**config.mk**
```make
export PLATFORM = sky130hd
export DESIGN_NAME = mem_rr_arbiter_flat
export DESIGN_NICKNAME = d
export VERILOG_FILES = /design/src/rtl/mem_rr_arbiter_if.sv /design/src/rtl/mem_rr_arbiter.sv /design/src/flat_wrapper.sv
export SDC_FILE = /design/constraint.sdc
export NUM_CORES = 1
export LEC_CHECK = 0
export BUFFER_PORTS_ARGS = -buffer_cell sky130_fd_sc_hd__buf_2
export CORE_MARGIN = 2
export CORE_UTILIZATION = 54
export CTS_CLUSTER_SIZE = 24
export DETAILED_ROUTE_END_ITERATION = 8
export GPL_TIMING_DRIVEN = 1
export HOLD_SLACK_MARGIN = 0.02
export PLACE_DENSITY = 0.83
export SYNTH_ARGS = -nofsm -noshare
export SYNTH_HDL_FRONTEND = slang
export SYNTH_SLANG_ARGS = --single-unit
```
**constraint.sdc**
```tcl
create_clock -name clk -period 2.3 [get_ports clk]
set_input_delay 0.115 -clock clk [delete_from_list [all_inputs] [get_ports clk]]
set_output_delay 0.115 -clock clk [all_outputs]
set_load 0.1 [all_outputs]
```
**src/rtl/mem_rr_arbiter_if.sv**
```systemverilog
// mem_rr_arbiter_if: requester-side bundle of the shared-memory arbiter.
// The lock vector exists only when MEM_RR_ARB_LOCK_EN is defined.
interface mem_rr_arbiter_if #(
    parameter int N_REQ = 2,
    parameter int DW    = 8,
    parameter int AW    = 5
);
    logic [N_REQ-1:0]    req;
    logic [N_REQ-1:0]    req_we;
    logic [N_REQ*AW-1:0] req_addr;
    logic [N_REQ*DW-1:0] req_wdata;
`ifdef MEM_RR_ARB_LOCK_EN
    logic [N_REQ-1:0]    lock;
`endif
    logic [N_REQ-1:0]    gnt;
    logic [N_REQ-1:0]    done;
    logic [DW-1:0]       rdata;
    logic                err;
    logic                busy;

`ifdef MEM_RR_ARB_LOCK_EN
    modport master (
        output req, req_we, req_addr, req_wdata, lock,
        input  gnt, done, rdata, err, busy
    );
    modport slave (
        input  req, req_we, req_addr, req_wdata, lock,
        output gnt, done, rdata, err, busy
    );
`else
    modport master (
        output req, req_we, req_addr, req_wdata,
        input  gnt, done, rdata, err, busy
    );
    modport slave (
        input  req, req_we, req_addr, req_wdata,
        output gnt, done, rdata, err, busy
    );
`endif
endinterface

```
**src/rtl/mem_rr_arbiter.sv**
```systemverilog
// mem_rr_arbiter: round-robin sequencer owning one single-port word memory.
// Define MEM_RR_ARB_LOCK_EN to let an owner chain accesses via lock.
module mem_rr_arbiter #(
    parameter int N_REQ = 2,
    parameter int DW    = 8,
    parameter int DEPTH = 17,
    parameter int AW    = 5
) (
    input logic             clk,
    input logic             rst_n,
    mem_rr_arbiter_if.slave bus
);
    localparam int IW = (N_REQ > 1) ? $clog2(N_REQ) : 1;
    localparam logic [AW:0] DEPTH_W = (AW+1)'(DEPTH);
    localparam logic [IW:0] NREQ_W  = (IW+1)'(N_REQ);

    typedef enum logic [1:0] {
        S_IDLE,
        S_ACCESS,
        S_RESP
    } state_e;

    state_e        state_q, state_d;
    logic [IW-1:0] owner_q, owner_d;
    logic [IW-1:0] ptr_q, ptr_d;
    logic          we_q, we_d;
    logic [AW-1:0] addr_q, addr_d;
    logic [DW-1:0] wdata_q, wdata_d;
    logic [DW-1:0] rdata_q, rdata_d;
    logic          err_q, err_d;

    logic [DW-1:0] mem [DEPTH];
    logic [DW-1:0] mem_rd;
    logic          in_range;
    logic          mem_wr;
    logic          load;

    logic [2*N_REQ-1:0] req_dbl;
    logic [N_REQ-1:0]   req_rot;
    logic [IW:0]        sum;
    logic [IW-1:0]      win;
    logic               win_vld;
    logic [IW-1:0]      ptr_nxt;

    // Rotate req so ptr lands at bit 0; the lowest set bit is the winner.
    always_comb begin
        req_dbl = {bus.req, bus.req} >> ptr_q;
        req_rot = req_dbl[N_REQ-1:0];
        win_vld = |req_rot;
        sum     = '0;
        for (int k = N_REQ - 1; k >= 0; k--) begin
            if (req_rot[k]) sum = (IW+1)'(k);
        end
        sum = sum + {1'b0, ptr_q};
        if (sum >= NREQ_W) sum = sum - NREQ_W;
        win = sum[IW-1:0];
    end

    assign ptr_nxt  = (owner_q == IW'(N_REQ - 1)) ? '0 : owner_q + IW'(1);
    assign in_range = {1'b0, addr_q} < DEPTH_W;
    assign mem_rd   = in_range ? mem[addr_q] : '0;

    always_comb begin
        state_d = state_q;
        owner_d = owner_q;
        ptr_d   = ptr_q;
        we_d    = we_q;
        addr_d  = addr_q;
        wdata_d = wdata_q;
        rdata_d = rdata_q;
        err_d   = err_q;
        mem_wr  = 1'b0;
        load    = 1'b0;
        unique case (state_q)
            S_IDLE: begin
                if (win_vld) begin
                    load    = 1'b1;
                    owner_d = win;
                    state_d = S_ACCESS;
                end
            end
            S_ACCESS: begin
                mem_wr  = we_q && in_range;
                rdata_d = (!we_q && in_range) ? mem_rd : '0;
                err_d   = !in_range;
                state_d = S_RESP;
            end
            S_RESP: begin
                err_d = 1'b0;
`ifdef MEM_RR_ARB_LOCK_EN
                if (bus.lock[owner_q] && bus.req[owner_q]) begin
                    load    = 1'b1;
                    state_d = S_ACCESS;
                end else begin
                    ptr_d   = ptr_nxt;
                    state_d = S_IDLE;
                end
`else
                ptr_d   = ptr_nxt;
                state_d = S_IDLE;
`endif
            end
            default: state_d = S_IDLE;
        endcase
        if (load) begin
            we_d    = bus.req_we[owner_d];
            addr_d  = bus.req_addr[owner_d*AW +: AW];
            wdata_d = bus.req_wdata[owner_d*DW +: DW];
        end
    end

    always_ff @(posedge clk or negedge rst_n) begin
        if (!rst_n) begin
            state_q <= S_IDLE;
            owner_q <= '0;
            ptr_q   <= '0;
            we_q    <= 1'b0;
            addr_q  <= '0;
            wdata_q <= '0;
            rdata_q <= '0;
            err_q   <= 1'b0;
        end else begin
            state_q <= state_d;
            owner_q <= owner_d;
            ptr_q   <= ptr_d;
            we_q    <= we_d;
            addr_q  <= addr_d;
            wdata_q <= wdata_d;
            rdata_q <= rdata_d;
            err_q   <= err_d;
        end
    end

    // Storage is deliberately left out of reset.
    always_ff @(posedge clk) begin
        if (mem_wr) mem[addr_q] <= wdata_q;
    end

    assign bus.gnt   = (state_q == S_ACCESS) ? (N_REQ'(1) << owner_q) : '0;
    assign bus.done  = (state_q == S_RESP) ? (N_REQ'(1) << owner_q) : '0;
    assign bus.busy  = (state_q != S_IDLE);
    assign bus.rdata = rdata_q;
    assign bus.err   = err_q;
endmodule

```
**src/flat_wrapper.sv**
```systemverilog
// flat-port wrapper written by rule: the top's interface ports become plain ports
module mem_rr_arbiter_flat 
#(
    parameter int N_REQ = 2,
    parameter int DW    = 8,
    parameter int DEPTH = 17,
    parameter int AW    = 5
)
  (clk, rst_n, bus_req, bus_req_we, bus_req_addr, bus_req_wdata, bus_gnt, bus_done, bus_rdata, bus_err, bus_busy);
  mem_rr_arbiter_if #(.N_REQ(N_REQ), .DW(DW), .AW(AW)) bus_i ();
  input logic clk;
  input logic rst_n;
  input wire logic [$bits(bus_i.req)-1:0] bus_req;
  input wire logic [$bits(bus_i.req_we)-1:0] bus_req_we;
  input wire logic [$bits(bus_i.req_addr)-1:0] bus_req_addr;
  input wire logic [$bits(bus_i.req_wdata)-1:0] bus_req_wdata;
  output wire logic [$bits(bus_i.gnt)-1:0] bus_gnt;
  output wire logic [$bits(bus_i.done)-1:0] bus_done;
  output wire logic [$bits(bus_i.rdata)-1:0] bus_rdata;
  output wire logic [$bits(bus_i.err)-1:0] bus_err;
  output wire logic [$bits(bus_i.busy)-1:0] bus_busy;
  assign bus_i.req = bus_req;
  assign bus_i.req_we = bus_req_we;
  assign bus_i.req_addr = bus_req_addr;
  assign bus_i.req_wdata = bus_req_wdata;
  assign bus_gnt = bus_i.gnt;
  assign bus_done = bus_i.done;
  assign bus_rdata = bus_i.rdata;
  assign bus_err = bus_i.err;
  assign bus_busy = bus_i.busy;
  mem_rr_arbiter #(.N_REQ(N_REQ), .DW(DW), .DEPTH(DEPTH), .AW(AW)) u_core (.clk(clk), .rst_n(rst_n), .bus(bus_i));
endmodule
```
Word level (Yosys, flattened, before mapping)
Memories as Yosys holds them, arrays and structs flattened.
Index checks and enable logic that the tools add are counted.
{"block": "totals", "output_inout_bits": 14, "ff_bits": 27, "input_bits": 32, "mem_count": 1, "ramBits": 136}
{"memory": "u_core.mem", "depth": 17, "word_bits": 8, "rd": 1, "rd_ports_with_merged_regs": 0, "wr": 1, "line": "mem_rr_arbiter.sv:32", "text": "logic [DW-1:0] mem [DEPTH];"}
{"block": "op_classes", "n_mul": 1, "add_sub_neg": 3, "reduce_logical": 8, "mux": 20, "shifts": 4, "order_cmp": 3, "eq_ne": 3}
{"op": "$mux 8", "count": 2}
{"op": "$shiftx 16x5->8", "count": 1}
{"op": "$mux 1", "count": 12}
{"op": "$shiftx 10x5->5", "count": 1}
{"op": "$mux 2", "count": 4}
{"op": "$lt 5x5->1 const B", "count": 1}
{"op": "$mul 1x3->4 const B", "count": 1}
{"op": "$pmux 2 s2", "count": 1}
{"op": "$reduce_bool 2->1", "count": 2}
{"op": "$shr 4x1->2", "count": 1}
{"op": "$add 2x1->2", "count": 1}
{"op": "$eq 2x1->1 const B", "count": 1}
{"op": "$eq 2x2->1 const B", "count": 1}
{"op": "$ge 2x2->1 const B", "count": 1}
{"op": "$logic_and 1x1->1", "count": 2}
{"op": "$logic_not 1->1", "count": 2}
{"op": "$logic_not 2->1", "count": 1}
{"op": "$lt 1x2->1 const B", "count": 1}
{"op": "$ne 2x1->1 const B", "count": 1}
{"op": "$pmux 1 s2", "count": 1}
{"op": "$reduce_or 2->1", "count": 1}
{"op": "$shl 1x1->2 const A", "count": 1}
{"op": "$add 1x1->1 const B", "count": 1}
{"op": "$sub 1x1->1 const B", "count": 1}

Logic depth before layout (Yosys ltp)
{"block": "logic_depth", "ltp_word": 10, "mapped_depth": 7, "mapped_depth_nobuf": 6}

Worst setup path after synthesis
OpenSTA, ideal clock, no wires.
{"block": "synth_timing", "path_kind": "flip-flop to flip-flop", "start": "register u_core.state_q[1]", "end": "memory u_core.mem[16][0], enable pin", "period_less_slack_ns": 2.558, "required_time_ns": 1.902, "slack_ns": -0.258, "path_stages_with_launch": 6, "arrival_time_ns": 2.160, "setup_time_ns": 0.398, "path_buffers": 1, "cell_sequence": "dfrtp_1 > inv_1 > ha_1 > clkbuf_1 > nand4_1 > nor4b_1"}
{"block": "synth_between", "elab_chain_len": 4}
{"element": "start, declared", "line": "mem_rr_arbiter.sv:23", "text": "state_e state_q, state_d;"}
{"element": "start signal, assigned", "line": "mem_rr_arbiter.sv:123", "text": "state_q <= state_d;"}
{"element": "$eq 2x1->1", "line": "mem_rr_arbiter.sv:74", "text": "unique case (state_q)"}
{"element": "$mux 1", "line": "mem_rr_arbiter.sv:74"}
{"element": "$mux 1", "line": "mem_rr_arbiter.sv:136", "text": "if (mem_wr) mem[addr_q] <= wdata_q;"}
{"element": "$mux 1 (not written as such)", "line": "mem_rr_arbiter.sv:136"}
{"element": "end, declared", "line": "mem_rr_arbiter.sv:32"}
Every way passes these cells.

Final worst setup path
{"block": "layout_timing", "start": "register u_core.state_q[0]", "end": "register u_core.wdata_q[3]"}
{"block": "layout_between", "elab_chain_len": 3, "word_cells_on_any_way": 4, "cone_classes": "1 x shift; 2 x mux; 1 x reduce/logical"}
{"element": "$logic_not 2->1 *", "line": "mem_rr_arbiter.sv:74"}
{"element": "$mux 1", "line": "mem_rr_arbiter.sv:74"}
{"element": "$shiftx 16x5->8", "line": "mem_rr_arbiter.sv:108", "text": "wdata_d = bus.req_wdata[owner_d*DW +: DW];"}
{"element": "end signal, assigned", "line": "mem_rr_arbiter.sv:128", "text": "wdata_q <= wdata_d;"}
{"element": "end, declared", "line": "mem_rr_arbiter.sv:28", "text": "logic [DW-1:0] wdata_q, wdata_d;"}
Every way passes the cells marked *; elsewhere a longest branch is shown, timed or not.
A chain may end at the register's enable or synchronous reset.

==> flow_summary_export.csv <==
group,metric,value,unit
status,outcome,"complete, no violations",
synthesis,ys_warn_count,0,
clock_tree,cts_tree,"built",
synthesis,yosys_register_bits,163,
sta,fin_skew,9.243,ps
routing,vias,4060,
layout,area_delta_synth_final,20.33,%
sta,period_needed,2204,ps
layout,drive_above_1_share,0.2615,
sta,whs,22.80,ps
clock_tree,root_buffer,"clkbuf_16",
floorplan,die_area,0.01346,sq mm
synthesis,synth_edf_count,136,
synthesis,netlist_area,0.006776,sq mm
critical_path,worst-path-max-fanout,11,
synthesis,avgSynthCellArea,16.25,sq um
routing,routed_wl,15170,um
routing,drt_iter0_markers,526,
synthesis,yosysMostFrequentCell,"edfxtp_1",
global_routing,grt_antenna_before_repair,0,
routing,vias_per_cell,5.901,
sta,setup-tns-final,0,ps
sta,post-route-period-util,0.9581,
layout,final_core_utilization,0.6732,
power_and_ir_drop,finalPower,11.07,mW
clock_tree,cts_buffers,17,
sta,worstMarginPinSlew,734.0,ps
global_routing,grt_pass1_wl,22780,um
sta,max_freq,453.8,MHz
power_and_ir_drop,powerDensity,1358,mW/mm^2
power_and_ir_drop,cellLeakagePower,2.964,nW
layout,fillCellCount,796,
clock_tree,worstSkewPairLatency,430,ps
floorplan,io_pins,46,
synthesis,ys.flop_type,"edfxtp_1",
critical_path,crit_required,2590,ps
synthesis,synth_cell_types,37,
global_routing,grtUsageTotal,0.2399,
routing,drc,0,
flow_run,drv_cap,0,
power_and_ir_drop,vdd_drop_max,0.8723,mV
floorplan,dieHeight,116.0,um
synthesis,ys_top_cells_by_area,"edfxtp_1 (60%), dfrtp_1 (10%), mux2i_1 (6.8%)",
critical_path,crit_type,"reg -> reg",
critical_path,critPathCaptureType,"flip-flop",
layout,multi_input_area,0.001897,sq mm
critical_path,cp_slowest_stage_delay,570,ps
synthesis,syn_nets,454,
clock_tree,cts.path.max_buffers,2,
clock_tree,path_clk_slew,60,ps
critical_path,crit_family,"buffers and inverters",
global_routing,overflow,0,
worst_hold_path,hp-class,"in -> reg",
critical_path,crit_path_start_kind,"flip-flop",
global_routing,grt_max_degree,41,
critical_path,crit_arrival,2490,ps
global_routing,grt_pass1_vias,4076,
floorplan,die_w,116.0,um
synthesis,ys_seq_area_frac,0.7024,
placement,routabilityCongestion,0.8763,
critical_path,slowest_stage,"dlygate4sd3_1",
sta,relSlewSlack,0.5107,
floorplan,num_rows,40,
placement,io_buffers,45,
placement,dp_hpwl,9091,um
layout,final_nets,544,
synthesis,synthTopCellsByCount,"edfxtp_1 (136), mux2i_1 (46), dfrtp_1 (27), nor2_1 (27), nand2_1 (24)",
routing,drt_pre_antenna_iters,5,
floorplan,core_area,0.01211,sq mm
floorplan,start_util,0.5595,
clock_tree,htree_levels,4,
placement,detailed_place.area,0.007296,sq mm
layout,ff_latch_area,0.004762,sq mm
layout,antenna_cells,0,
synthesis,synth_top_area_cell,"edfxtp_1",
routing,antenna_left,0,
critical_path,critPathBufInv,3,
sta,finalHoldViolCount,0,
routing,wl_per_cell,22.05,um
synthesis,synthArstFlopShare,0.1656,
layout,design_area,0.008154,sq mm
sta,setup-violations-final,0,
synthesis,synth.top_cell.area_share,0.6027,
sta,finalMaxSlewViolations,0,
synthesis,synthCells,417,
critical_path,cp_cell_sequence,"inv_1 > ha_2 > nand2_1 > a21oi_4 > buf_8 > mux2i_1 > dlygate4sd3_1 > o21ai_0",
clock_tree,cts.sinks,163,
layout make-up:
cell class              count  share of cell area
flip-flops and latches    163              0.5840
multi-input cells         225              0.2326
repair buffers             96             0.08593
clock buffers              21             0.05401
well taps                 168             0.02578
clock inverters            11             0.01580
inverters                   4            0.001841
kinds of logic (layout without fill, tap and decap cells):
kind of cell / count (synthesis) / count (layout) / synth area share
buf+inv: 29 / 132 / 0.02160
flops: 163 / 163 / 0.7024
mux: 66 / 66 / 0.1283
compound gates: 67 / 67 / 0.07423
simple gates: 87 / 87 / 0.06425
fa+ha+maj: 5 / 5 / 0.009232
cell usage in the layout, fill, tap and decap left out, drive strengths merged, types with 10 or more instances in the layout:
cell type / Yosys / layout
a21oi: 10 / 10
buf: 16 / 72
clkbuf: 9 / 21
dfrtp: 27 / 27
dlygate4sd3: 0 / 24
edfxtp: 136 / 136
mux2i: 46 / 46
mux4: 16 / 16
nand2: 24 / 24
nor2: 27 / 27
nor2b: 12 / 12
o21ai: 16 / 16
state kept, by name (all words and copies together) (netlist names):
signal,cells
u_core.addr_q,5
u_core.bus.err,1
u_core.bus.rdata,8
u_core.mem,136
u_core.owner_q,1
u_core.ptr_q,1
u_core.state_q,2
u_core.wdata_q,8
u_core.we_q,1
power by group:
group	leakage [nW]	internal (mW)	total, mW	switching (mW)
sequential	1.57	3.84	4.60	0.766
clock	0.262	1.60	2.70	1.10
combinational	1.13	1.40	3.77	2.37
tightest hold or removal path, delay by kind of cell:
family                 cells  cell delay (ps)
AOI/OAI and AO/OA          1              150
buffers and inverters      1               80
muxes                      1               60
timing repair:
item | in CTS | in global routing
endpoints found under the hold margin | 38 | 1
resized for setup | 0 | 7
setup buffers | 0 | 3
hold buffers | 23 | 1
setup endpoints to repair | 0 | 14
final timing paths:
path / cells after the start / to / startpoint / slack [ps]
setup / recovery: 8 / u_core.wdata_q[3]$_DFFE_PN0P_ / u_core.state_q[0]$_DFFE_PN0P_ / 100
hold / removal: 3 / u_core.addr_q[4]$_DFFE_PN0P_ / bus_req_addr[4] / 20
setup reg to reg: 8 / u_core.wdata_q[3]$_DFFE_PN0P_ / u_core.state_q[0]$_DFFE_PN0P_ / 100
hold reg to reg: 1 / u_core.bus.err$_DFFE_PN0P_ / u_core.bus.err$_DFFE_PN0P_ / 520
max in group asynchronous: 2 / u_core.addr_q[1]$_DFFE_PN0P_ / rst_n / 1520
min in group asynchronous: 2 / u_core.bus.rdata[3]$_DFFE_PN0N_ / rst_n / 290
per-stage QoR:
step / setup slack, ps / std cells
2_1_floorplan: 118.3 / 417
4_1_cts: 37.24 / 684
3_3_place_gp: 255.7 / 629
6_report: 96.33 / 688
3_5_place_dp: 183.1 / 629
5_1_grt: -0.3930 / 688
per-layer routing:
layer | share of wire | up-vias | GRT usage
li1 | - | 1800 | -
met1 | 0.38 | 2021 | 0.3050
met2 | 0.50 | 195 | 0.3938
met3 | 0.083 | 44 | 0.06433
met4 | 0.036 | 0 | 0.1016
met5 | 0 | - | 0
(Power assumes the default switching activity.)
